### src/rtl/alu_operand_sequencer.sv
// Purpose: front end of the 3-bit logic ALU. It collects A, B and the op select from switches, one debounced press each, then captures the ALU result.
// Latency: a press is acted on DEBOUNCE_CYCLES+3 cycles after a clean raw rise. EXEC lasts 1 cycle, and the result is registered on the EXEC->SHOW edge.
// Backpressure: none. The FSM only advances on a next pulse, and a next pulse that arrives in EXEC is dropped.
//
// Ports:
//   i_clk, i_rst              system clock, synchronous active-high reset
//   i_sw_data, i_sw_sel       switch values loaded into A/B and into the op select
//   i_btn_next, i_btn_clear   raw, bouncy, asynchronous push buttons (active-high)
//   i_alu_result              combinational result from the ALU
//   o_op_a, o_op_b, o_op_s    registered operands and op select driven to the ALU
//   o_result_q, o_result_valid  captured result; valid is high for the whole of SHOW
//   o_phase                   one-hot LOAD_A/LOAD_B/LOAD_S indicator (000 in EXEC/SHOW)
//   o_op_count                completed operations, modulo 256
module alu_operand_sequencer #(
    parameter int WIDTH           = 3,
    parameter int SEL_W           = 2,
    parameter int DEBOUNCE_CYCLES = 500000
) (
    input  logic             i_clk,
    input  logic             i_rst,
    input  logic [WIDTH-1:0] i_sw_data,
    input  logic [SEL_W-1:0] i_sw_sel,
    input  logic             i_btn_next,
    input  logic             i_btn_clear,
    input  logic [WIDTH-1:0] i_alu_result,
    output logic [WIDTH-1:0] o_op_a,
    output logic [WIDTH-1:0] o_op_b,
    output logic [SEL_W-1:0] o_op_s,
    output logic [WIDTH-1:0] o_result_q,
    output logic             o_result_valid,
    output logic [2:0]       o_phase,
    output logic [7:0]       o_op_count
);

    localparam int CNT_W = $clog2(DEBOUNCE_CYCLES + 1);
    localparam logic [CNT_W-1:0] CNT_LAST = CNT_W'(DEBOUNCE_CYCLES - 1);

    // One-hot state so the LOAD_* bits are the phase LEDs directly.
    typedef enum logic [4:0] {
        ST_LOAD_A = 5'b00001,
        ST_LOAD_B = 5'b00010,
        ST_LOAD_S = 5'b00100,
        ST_EXEC   = 5'b01000,
        ST_SHOW   = 5'b10000
    } state_t;

    // Bit 0 = next, bit 1 = clear; both buttons are conditioned identically.
    logic [1:0]            w_btn_raw;
    logic [1:0]            r_sync1;
    logic [1:0]            r_sync2;
    logic [1:0]            r_db;
    logic [1:0]            r_arm;
    logic [1:0]            r_pulse;
    logic [1:0][CNT_W-1:0] r_cnt;

    state_t                r_state;
    logic [WIDTH-1:0]      r_op_a;
    logic [WIDTH-1:0]      r_op_b;
    logic [SEL_W-1:0]      r_op_s;
    logic [WIDTH-1:0]      r_result_q;
    logic                  r_result_valid;
    logic [7:0]            r_op_count;

    assign w_btn_raw = {i_btn_clear, i_btn_next};

    // The synchronizer just tracks the pin. It is deliberately not reset, so a
    // button held through reset is already seen as high when reset releases.
    always_ff @(posedge i_clk) begin
        r_sync1 <= w_btn_raw;
        r_sync2 <= r_sync1;
    end

    // Debounce: count consecutive cycles in which the synced level disagrees with
    // the accepted level, and flip the accepted level after DEBOUNCE_CYCLES of them.
    // r_arm only goes high once the button has been seen released after reset.
    // A button held through reset therefore never produces a pulse.
    always_ff @(posedge i_clk) begin
        if (i_rst) begin
            r_db    <= '0;
            r_arm   <= '0;
            r_pulse <= '0;
            r_cnt   <= '0;
        end else begin
            for (int i = 0; i < 2; i++) begin
                r_pulse[i] <= 1'b0;
                if (!r_sync2[i]) begin
                    r_arm[i] <= 1'b1;
                end
                if (r_sync2[i] == r_db[i]) begin
                    r_cnt[i] <= '0;
                end else if (r_cnt[i] == CNT_LAST) begin
                    r_cnt[i]   <= '0;
                    r_db[i]    <= r_sync2[i];
                    r_pulse[i] <= r_sync2[i] & r_arm[i];
                end else begin
                    r_cnt[i] <= r_cnt[i] + 1'b1;
                end
            end
        end
    end

    // Sequencer. A clear pulse overrides everything except reset and keeps the op count.
    always_ff @(posedge i_clk) begin
        if (i_rst) begin
            r_state        <= ST_LOAD_A;
            r_op_a         <= '0;
            r_op_b         <= '0;
            r_op_s         <= '0;
            r_result_q     <= '0;
            r_result_valid <= 1'b0;
            r_op_count     <= '0;
        end else if (r_pulse[1]) begin
            r_state        <= ST_LOAD_A;
            r_op_a         <= '0;
            r_op_b         <= '0;
            r_op_s         <= '0;
            r_result_q     <= '0;
            r_result_valid <= 1'b0;
        end else begin
            case (r_state)
                ST_LOAD_A: if (r_pulse[0]) begin
                    r_op_a  <= i_sw_data;
                    r_state <= ST_LOAD_B;
                end
                ST_LOAD_B: if (r_pulse[0]) begin
                    r_op_b  <= i_sw_data;
                    r_state <= ST_LOAD_S;
                end
                ST_LOAD_S: if (r_pulse[0]) begin
                    r_op_s  <= i_sw_sel;
                    r_state <= ST_EXEC;
                end
                // The operands have been stable for a full cycle, so the ALU output has settled.
                ST_EXEC: begin
                    r_result_q     <= i_alu_result;
                    r_result_valid <= 1'b1;
                    r_op_count     <= r_op_count + 8'd1;
                    r_state        <= ST_SHOW;
                end
                ST_SHOW: if (r_pulse[0]) begin
                    r_result_valid <= 1'b0;
                    r_state        <= ST_LOAD_A;
                end
                default: r_state <= ST_LOAD_A;
            endcase
        end
    end

    assign o_op_a         = r_op_a;
    assign o_op_b         = r_op_b;
    assign o_op_s         = r_op_s;
    assign o_result_q     = r_result_q;
    assign o_result_valid = r_result_valid;
    assign o_phase        = r_state[2:0];
    assign o_op_count     = r_op_count;

endmodule

### config.mk
export PLATFORM = sky130hd
export DESIGN_NAME = alu_operand_sequencer
export DESIGN_NICKNAME = d
export VERILOG_FILES = /design/src/rtl/alu_operand_sequencer.sv
export SDC_FILE = /design/constraint.sdc
export NUM_CORES = 1
export LEC_CHECK = 0
export CAP_MARGIN = 20
export CORE_ASPECT_RATIO = 0.7
export CORE_MARGIN = 1
export CORE_UTILIZATION = 55
export CTS_CLUSTER_DIAMETER = 120
export DETAILED_ROUTE_END_ITERATION = 10
export DONT_BUFFER_PORTS = 1
export PLACE_DENSITY = 0.7
export SLEW_MARGIN = 20
export SYNTH_ARGS = -nofsm -noshare
export SYNTH_HDL_FRONTEND = slang
export SYNTH_SLANG_ARGS = --single-unit
### constraint.sdc
create_clock -name i_clk -period 2.5 [get_ports i_clk]
set_input_delay 0.625 -clock i_clk [delete_from_list [all_inputs] [get_ports i_clk]]
set_output_delay 0.625 -clock i_clk [all_outputs]
set_load 0.005 [all_outputs]
# Word level (Yosys, flattened, before mapping)
# Cells that the tools add are included.
# classes
n_addsub	3
n_eq_ne	13
muxes	7
bitwise	7
reduce_logical	14
# op_table
operator	count
$add 19x1->19 const B	2
$eq 19x19->1 const B	2
$pmux 5 s5	1
$mux 5	4
$reduce_and 2->1	7
$reduce_or 3->1	4
$add 8x1->8 const B	1
$ne 2x2->1 const B	4
$eq 5x1->1 const B	1
$eq 5x2->1 const B	1
$eq 5x3->1 const B	1
$eq 5x4->1 const B	1
$eq 5x5->1 const B	1
$not 1->1	5
$reduce_and 4->1	1
$and 1x1->1	2
$eq 1x1->1	2
$pmux 1 s2	1
$reduce_bool 2->1	1
$reduce_or 2->1	1
$mux 1	1
# word_totals
register_bits	73
in_bits	12
out_inout_bits	23
elab_cells	61

# Depth between registers and ports, before layout
# Gate-level depths: netlist of run 1.
# depth
word_depth	3
ltp_mapped	8
depth_no_buf	5

# Worst setup path before layout of run 1
# Ideal clock, no wire load.
# synth_timing
path_type	flip-flop to flip-flop
start	register r_cnt[19] (netlist name)
end	register r_cnt[20] (netlist name)
setup_time_ns	0.115
t_arrival_ns	1.918
t_required_ns	2.385
setup_slack_ns	0.466
path_stages_with_launch	8
path_buffers	2
synth_period_minus_slack_ns	2.034
cell_sequence	dfxtp_1 -> ha_1 -> buf_2 -> nand2_1 -> or3_1 -> clkbuf_1 -> or4b_1 -> and3_1
# synth_between
elab_chain_len	2
elab_cells_between_ends	3
cone_classes	add/sub: 1; eq/ne: 1; reduce/logical: 1
# synth_lines
item	line_no	source
start, declared	54	logic [1:0][CNT_W-1:0] r_cnt;
start signal, assigned by index	96	r_cnt[i] <= r_cnt[i] + 1'b1;
branches (longest 2 deep; another with $add 19x1->19)	n/a	
# Parallel ways; which one is timed is not known.
# A chain may end at the register's enable or synchronous reset.

# Worst setup path after layout of run 1
# layout_timing
start	register r_cnt[8] (netlist name)
end	register r_cnt[8] (netlist name)
# Same word-level chain as after synthesis.

==> results by group, run 1 <==
Cells and area
  • Number of non-filler instances in the completed layout: 430
  • Area growth from synthesis to layout: 6.21%
  • Total number of nets in the final design: 368
  • Number of inserted diodes: 0
  • Count of filler cells inserted in the layout: 474
  • Final instance area: 3400 µm²
  • Combined flip-flop and latch cell area: 1460 µm²
  • Most common cell after layout, fill and taps aside: sky130_fd_sc_hd__dfxtp_1
  • Layout cells sized above 1: 0.0866
  • Combined area of the multi-input logic cells: 1580 µm²
  • Most used cells in the layout excluding fill and tap cells: sky130_fd_sc_hd__dfxtp_1, sky130_fd_sc_hd__nor2_1, sky130_fd_sc_hd__nand3_1

Clock network
  • Clock insertion delay at the later pin of the skew report: 0.34 ns
  • Cts bufs inserted: 9
  • Post-CTS Repair Setup Buffers: 0
  • Post-CTS resize count: 0
  • TritonCTS clock tree: yes
  • Hold buffers post-CTS: 0
  • Post-CTS clock slew at the launch and capture registers of the worst setup and hold paths: 0.08 ns
  • Maximum count of clock buffers along a single path: 2
  • CTS Root Cell: sky130_fd_sc_hd__clkbuf_8
  • Sink Count: 73
  • Depth of the CTS H-tree: 3

Drt
  • Total length of routed met2 wires: 2.42 mm
  • Routed length on met1: 3.04 mm
  • DR vias: 2401
  • Average routed wire per standard cell: 13.4 µm
  • Highest layer used for signal routing: met4
  • Total Routed Length: 5.77 mm
  • Routed vias/inst: 5.58
  • Antenna viol nets, final: 0
  • Drt initial violations: 99
  • Total length of routed met3 wires: 272 µm
  • 1st-pass router iterations: 4
  • Total DRC errors in the routed layout: 0

Worst setup path
  • Worst-path maximum fanout: 19
  • Cell count of the worst reg-to-reg path: 4
  • Crit path buffers/inverters: 0
  • R2R setup slack: 0.29 ns
  • Critical path type: reg2reg
  • Kind of end point of the critical path: register
  • Type of element launching the critical path: register
  • Max stage delay on crit path: 0.59 ns
  • Levels on crit path: 4
  • Critical-path cell list: or4b_1 -> or4b_4 -> o21ai_4 -> nor2_1
  • Slowest cell on crit path: sky130_fd_sc_hd__or4b_4
  • Worst endpoint data arrival time: 2.41 ns
  • CP required: 2.70 ns
  • Kind of cell with the highest combined delay on the critical path: simple AND/OR/NAND/NOR gates

Synth
  • EDFF count, synth: 0
  • Share of synthesized area occupied by flip-flops and latches: 0.456
  • Total nets after synthesis: 375
  • Avg Synthesized Cell Area: 8.90 µm²
  • Number of distinct standard cells referenced by the synthesized netlist: 43
  • Synthesized instance count: 360
  • Async set or reset register ratio after synthesis: 0
  • Area of the mapped netlist: 3200 µm²
  • Most frequently used flop master after synthesis: sky130_fd_sc_hd__dfxtp_1
  • Flops & latches, synth: 73
  • Yosys warning total: 0

Power and ir drop
  • Peak supply drop: 0.000290 V
  • Overall power after layout: 2.13 mW
  • Static leakage power: 1.16 nW
  • Cell Pwr Density: 627 nW/µm²

Timing
  • Hold violation count in the final report: 0
  • Period Utilization, post-route: 0.886
  • Transition at the pin with the smallest max-transition slack: 0.513 ns
  • Unrepaired setup endpoints after global routing: false
  • Clock period minus worst slack: 2.21 ns
  • Final Max Tran Viols: 0
  • Total setup violations reported at the end of the flow: 0
  • Setup tns final: 0 ns
  • Clock skew: 0.0135 ns
  • Max Fclk: 0.452 GHz
  • Relative slew slack: 0.656

Global route
  • Global-route wire length before repair: 9.97 mm
  • Antenna violations before repair: 0
  • Largest net degree at the start of global routing: 21
  • Remaining global-route overflow: 0
  • GRT Resource Usage Total: 0.209
  • Number of global-route vias before repair: 2207

Placed design
  • Post-Place Cell Area: 3200 µm²
  • Cell total after placement: 414
  • Final weighted congestion in routability-driven placement: 0.792
  • I/O Buffers: 0
  • Hpwl dp: 3.99 mm

Floorplanning
  • Core Footprint: 5420 µm²
  • Cell row count: 22
  • Effective utilization at floorplan: 0.591
  • Width of the die: 93.2 µm
  • Floorplan die height: 65.9 µm
  • Die Area: 6140 µm²
  • Number of primary I/O pins: 35

Run
  • Max-cap violations: 0

Hold path
  • Hold crit path type: in2reg
  • Worst Hold Path Cells: 0

Outcome
  • Run status: finished clean
==> cell usage after synthesis (all sizes together) (10+ instances only) <==
library cell / number / share of area
nor2: 56 / 0.066
xor2: 16 / 0.044
nand3: 19 / 0.030
clkbuf: 13 / 0.019
dfxtp: 73 / 0.46
xnor2: 18 / 0.049
nand4: 13 / 0.025
mux2i: 11 / 0.034
a21oi: 18 / 0.028
o21ai: 10 / 0.023
nand2: 18 / 0.021
nor4: 10 / 0.020
inv: 13 / 0.015
==> cell type report <==
cell class | count | area share
sequential | 73 | 0.429
timing repair buffer | 3 | 0.00662
tap | 72 | 0.0265
multi-input combinational | 253 | 0.464
clock inverter | 6 | 0.0191
inverter | 13 | 0.0143
clock buffer | 10 | 0.0404
==> cell families (layout without fill, tap and decap cells) <==
logic type / after synthesis / in the layout / share of synthesized area
AO/OA/AOI/OAI: 35 / 35 / 0.0687
flip-flops: 73 / 73 / 0.456
adder cells (fa/ha/maj): 3 / 3 / 0.0117
multiplexers: 11 / 11 / 0.0344
XOR/XNOR: 34 / 34 / 0.0929
buffers and inverters: 34 / 32 / 0.0515
AND/OR/NAND/NOR: 170 / 170 / 0.285
==> power breakdown <==
part / internal, mW / switching [mW] / leakage, nW
Clock: 0.490 / 0.435 / 0.103
Combinational: 0.00880 / 0.0206 / 0.464
Sequential: 1.17 / 0.00817 / 0.591
==> through the flow <==
stage	hold WS (ns)	worst slack [ns]	util
floorplan	0.310	0.466	-
global placement	0.312	0.345	0.590
finish	0.306	0.286	0.628
CTS	0.290	0.269	0.628
detailed placement	0.320	0.282	0.590
global route	0.282	0.140	0.628
==> path summary, 6_finish.rpt <==
path | startpoint | to
min reg2reg | r_sync1[1] | r_sync2[1]
max reg2reg | r_cnt[8] | r_cnt[8]
min | i_btn_next | r_sync1[0]
max | r_cnt[8] | r_cnt[8]
==> registers in the layout, summed over array words and instances (netlist names) <==
name,cells
o_op_a,3
o_op_b,3
r_sync2,2
r_sync1,2
r_pulse,2
r_state,5
o_result_valid,1
r_arm,2
o_op_s,2
r_cnt,38
o_op_count,8
o_result_q,3
r_db,2
==> metal layers <==
| metal | vias to the layer above | track usage |
|---|---|---|
| li1 | 1241 | - |
| met2 | 47 | 0.317 |
| met3 | 4 | 0.0667 |
| met5 | - | 0 |
| met4 | 0 | 0.0635 |
| met1 | 1109 | 0.285 |
==> worst register-to-register path, stage by stage (launching register included) <==
cell and delay (ns):
sky130_fd_sc_hd__dfxtp_1 0.43, sky130_fd_sc_hd__or4b_1 0.51, sky130_fd_sc_hd__or4b_4 0.59, sky130_fd_sc_hd__o21ai_4 0.44, sky130_fd_sc_hd__nor2_1 0.12
Power figures use the tool's default switching activity.
==> run 2: changes to the inputs <==
--- a/config.mk
+++ b/config.mk
@@ -6,7 +6,6 @@
 export NUM_CORES = 1
 export LEC_CHECK = 0
 export CAP_MARGIN = 20
-export CORE_ASPECT_RATIO = 0.7
 export CORE_MARGIN = 1
 export CORE_UTILIZATION = 55
 export CTS_CLUSTER_DIAMETER = 120
==> results by group, run 2 (synthesized netlist as in run 1, its figures left out) <==
Drt
  • 1st-pass router iterations: 4 (unchanged)
  • Routed vias/inst: 5.57 (-0.19%)
  • Average routed wire per standard cell: 12.6 µm (-6.1%)
  • Routed length on met1: 2.63 mm (-13%)
  • Drt initial violations: 73 (-26%)
  • Antenna viol nets, final: 0 (unchanged)
  • Total length of routed met3 wires: 251 µm (-7.7%)
  • Total DRC errors in the routed layout: 0 (unchanged)
  • DR vias: 2402 (+0.042%)
  • Total Routed Length: 5.43 mm (-5.9%)
  • Total length of routed met2 wires: 2.50 mm (+3.4%)
  • Highest layer used for signal routing: met4

Floorplanning
  • Cell row count: 27 (+23%)
  • Effective utilization at floorplan: 0.575 (-0.0160)
  • Floorplan die height: 78.3 µm (+19%)
  • Width of the die: 78.3 µm (-16%)
  • Die Area: 6140 µm² (about the same)
  • Number of primary I/O pins: 35 (unchanged)
  • Core Footprint: 5570 µm² (+2.8%)

Timing
  • Period Utilization, post-route: 0.857 (-0.0291)
  • Transition at the pin with the smallest max-transition slack: 0.484 ns (-0.0290 ns)
  • Clock period minus worst slack: 2.14 ns (-0.0726 ns)
  • Hold violation count in the final report: 0 (unchanged)
  • Unrepaired setup endpoints after global routing: false
  • Total setup violations reported at the end of the flow: 0 (unchanged)
  • Relative slew slack: 0.676 (+0.0194)
  • Final Hold Slack: 0.304 ns (-0.00199 ns)
  • Setup tns final: 0 ns (unchanged)
  • Clock skew: 0.00627 ns (-0.00722 ns)
  • Final Max Tran Viols: 0 (unchanged)
  • Max Fclk: 0.467 GHz (+3.4%)

Cells and area
  • Max FFs per register: 38 (unchanged)
  • Most used cells in the layout excluding fill and tap cells: sky130_fd_sc_hd__dfxtp_1, sky130_fd_sc_hd__nor2_1, sky130_fd_sc_hd__nand3_1
  • Register with the most flip-flops: r_cnt
  • Total number of nets in the final design: 369 (+0.27%)
  • Number of inserted diodes: 0 (unchanged)
  • Most common cell after layout, fill and taps aside: sky130_fd_sc_hd__dfxtp_1
  • Count of filler cells inserted in the layout: 482 (+1.7%)
  • Layout cells sized above 1: 0.0891 (+0.00254)
  • Area growth from synthesis to layout: 7.26%
  • Combined flip-flop and latch cell area: 1460 µm² (unchanged)
  • Combined area of the multi-input logic cells: 1580 µm² (unchanged)

Clock network
  • Hold buffers post-CTS: 0 (unchanged)
  • Depth of the CTS H-tree: 3 (unchanged)
  • Sink Count: 73 (unchanged)
  • Clock insertion delay at the later pin of the skew report: 0.34 ns (about the same)
  • TritonCTS clock tree: yes
  • Maximum count of clock buffers along a single path: 2 (unchanged)
  • Post-CTS resize count: 0 (unchanged)
  • Post-CTS Repair Setup Buffers: 0 (unchanged)
  • CTS Root Cell: sky130_fd_sc_hd__clkbuf_8
  • Post-CTS clock slew at the launch and capture registers of the worst setup and hold paths: 0.07 ns (about the same)
  • Cts bufs inserted: 9 (unchanged)

Global route
  • Number of global-route vias before repair: 2194 (-0.59%)
  • Global-route wire length before repair: 9.38 mm (-5.9%)
  • Largest net degree at the start of global routing: 21 (unchanged)
  • Remaining global-route overflow: 0 (unchanged)
  • Antenna violations before repair: 0 (unchanged)
  • GRT Resource Usage Total: 0.194 (-0.0158)

Worst setup path
  • Worst setup path startpoint: r_cnt[8]
  • Worst-path maximum fanout: 19 (unchanged)
  • Crit path buffers/inverters: 0 (unchanged)
  • Critical-path cell list: or4b_1 -> or4b_4 -> o21ai_4 -> nor2_1
  • CP required: 2.72 ns (+0.02 ns)
  • Type of element launching the critical path: register
  • Critical path type: reg2reg
  • Max stage delay on crit path: 0.58 ns (about the same)
  • Kind of end point of the critical path: register
  • Kind of cell with the highest combined delay on the critical path: simple AND/OR/NAND/NOR gates
  • Worst R2R Start: r_cnt[8]
  • Slowest cell on crit path: sky130_fd_sc_hd__or4b_4
  • Worst endpoint data arrival time: 2.36 ns (-0.05 ns)

Placed design
  • I/O Buffers: 0 (unchanged)
  • Hpwl dp: 3.75 mm (-6.0%)
  • Final weighted congestion in routability-driven placement: 0.761 (-4.0%)

Run
  • Max-cap violations: 0 (unchanged)

Power and ir drop
  • Static leakage power: 1.18 nW (+1.5%)
  • Cell Pwr Density: 650 nW/µm² (+3.6%)
  • Peak supply drop: 0.000316 V (+8.6%)

Hold path
  • Beginning of the worst hold path: i_btn_clear
  • Hold crit path type: in2reg

Outcome
  • Run status: finished clean
run 2: cell types whose count changed in the layout (fill, tap and decap cells not counted):
cell,change
sky130_fd_sc_hd__inv_6,-1
sky130_fd_sc_hd__bufinv_16,+1
sky130_fd_sc_hd__clkinv_4,-1
sky130_fd_sc_hd__clkbuf_8,+1
sky130_fd_sc_hd__buf_4,+1
run 2: through the flow:
step	area [µm²]	instances	setup slack (ns)	utilization	power (mW)
finish	3440	431	0.359	0.617	2.23
global route	3440	431	0.223	0.617	2.32
CTS	3440	431	0.335	0.617	2.27
detailed placement	3210	415	0.351	0.576	1.24
global placement	3210	415	0.393	0.576	1.24
floorplan	3200	360	0.466	-	1.23
run 2: per-layer routing:
layer,vias to the layer above,track usage
li1,1247,-
met1,1111,0.229
met2,39,0.318
met4,0,0.0574
met3,5,0.0814
met5,-,0
run 2: final cells by class:
type	instances	area share
Multi-Input combinational cell	253	0.459
Sequential cell	73	0.425
Clock buffer	11	0.0440
Tap cell	72	0.0262
Clock inverter	5	0.0226
Inverter	13	0.0142
Timing Repair Buffer	4	0.00874
run 2: final timing paths:
path	end	slack (ns)	cells past startpoint
worst max-delay path	r_cnt[6]	0.36	4
worst min-delay path	r_sync1[1]	0.30	0
worst max register to register	r_cnt[6]	0.36	4
worst min register to register	r_sync2[0]	0.33	0
run 2: power breakdown:
part           leakage (nW)  internal (mW)  switching, mW
clock                 0.115          0.612          0.412
sequential            0.591           1.17        0.00671
combinational         0.469        0.00990         0.0210
total                  1.18           1.79          0.440
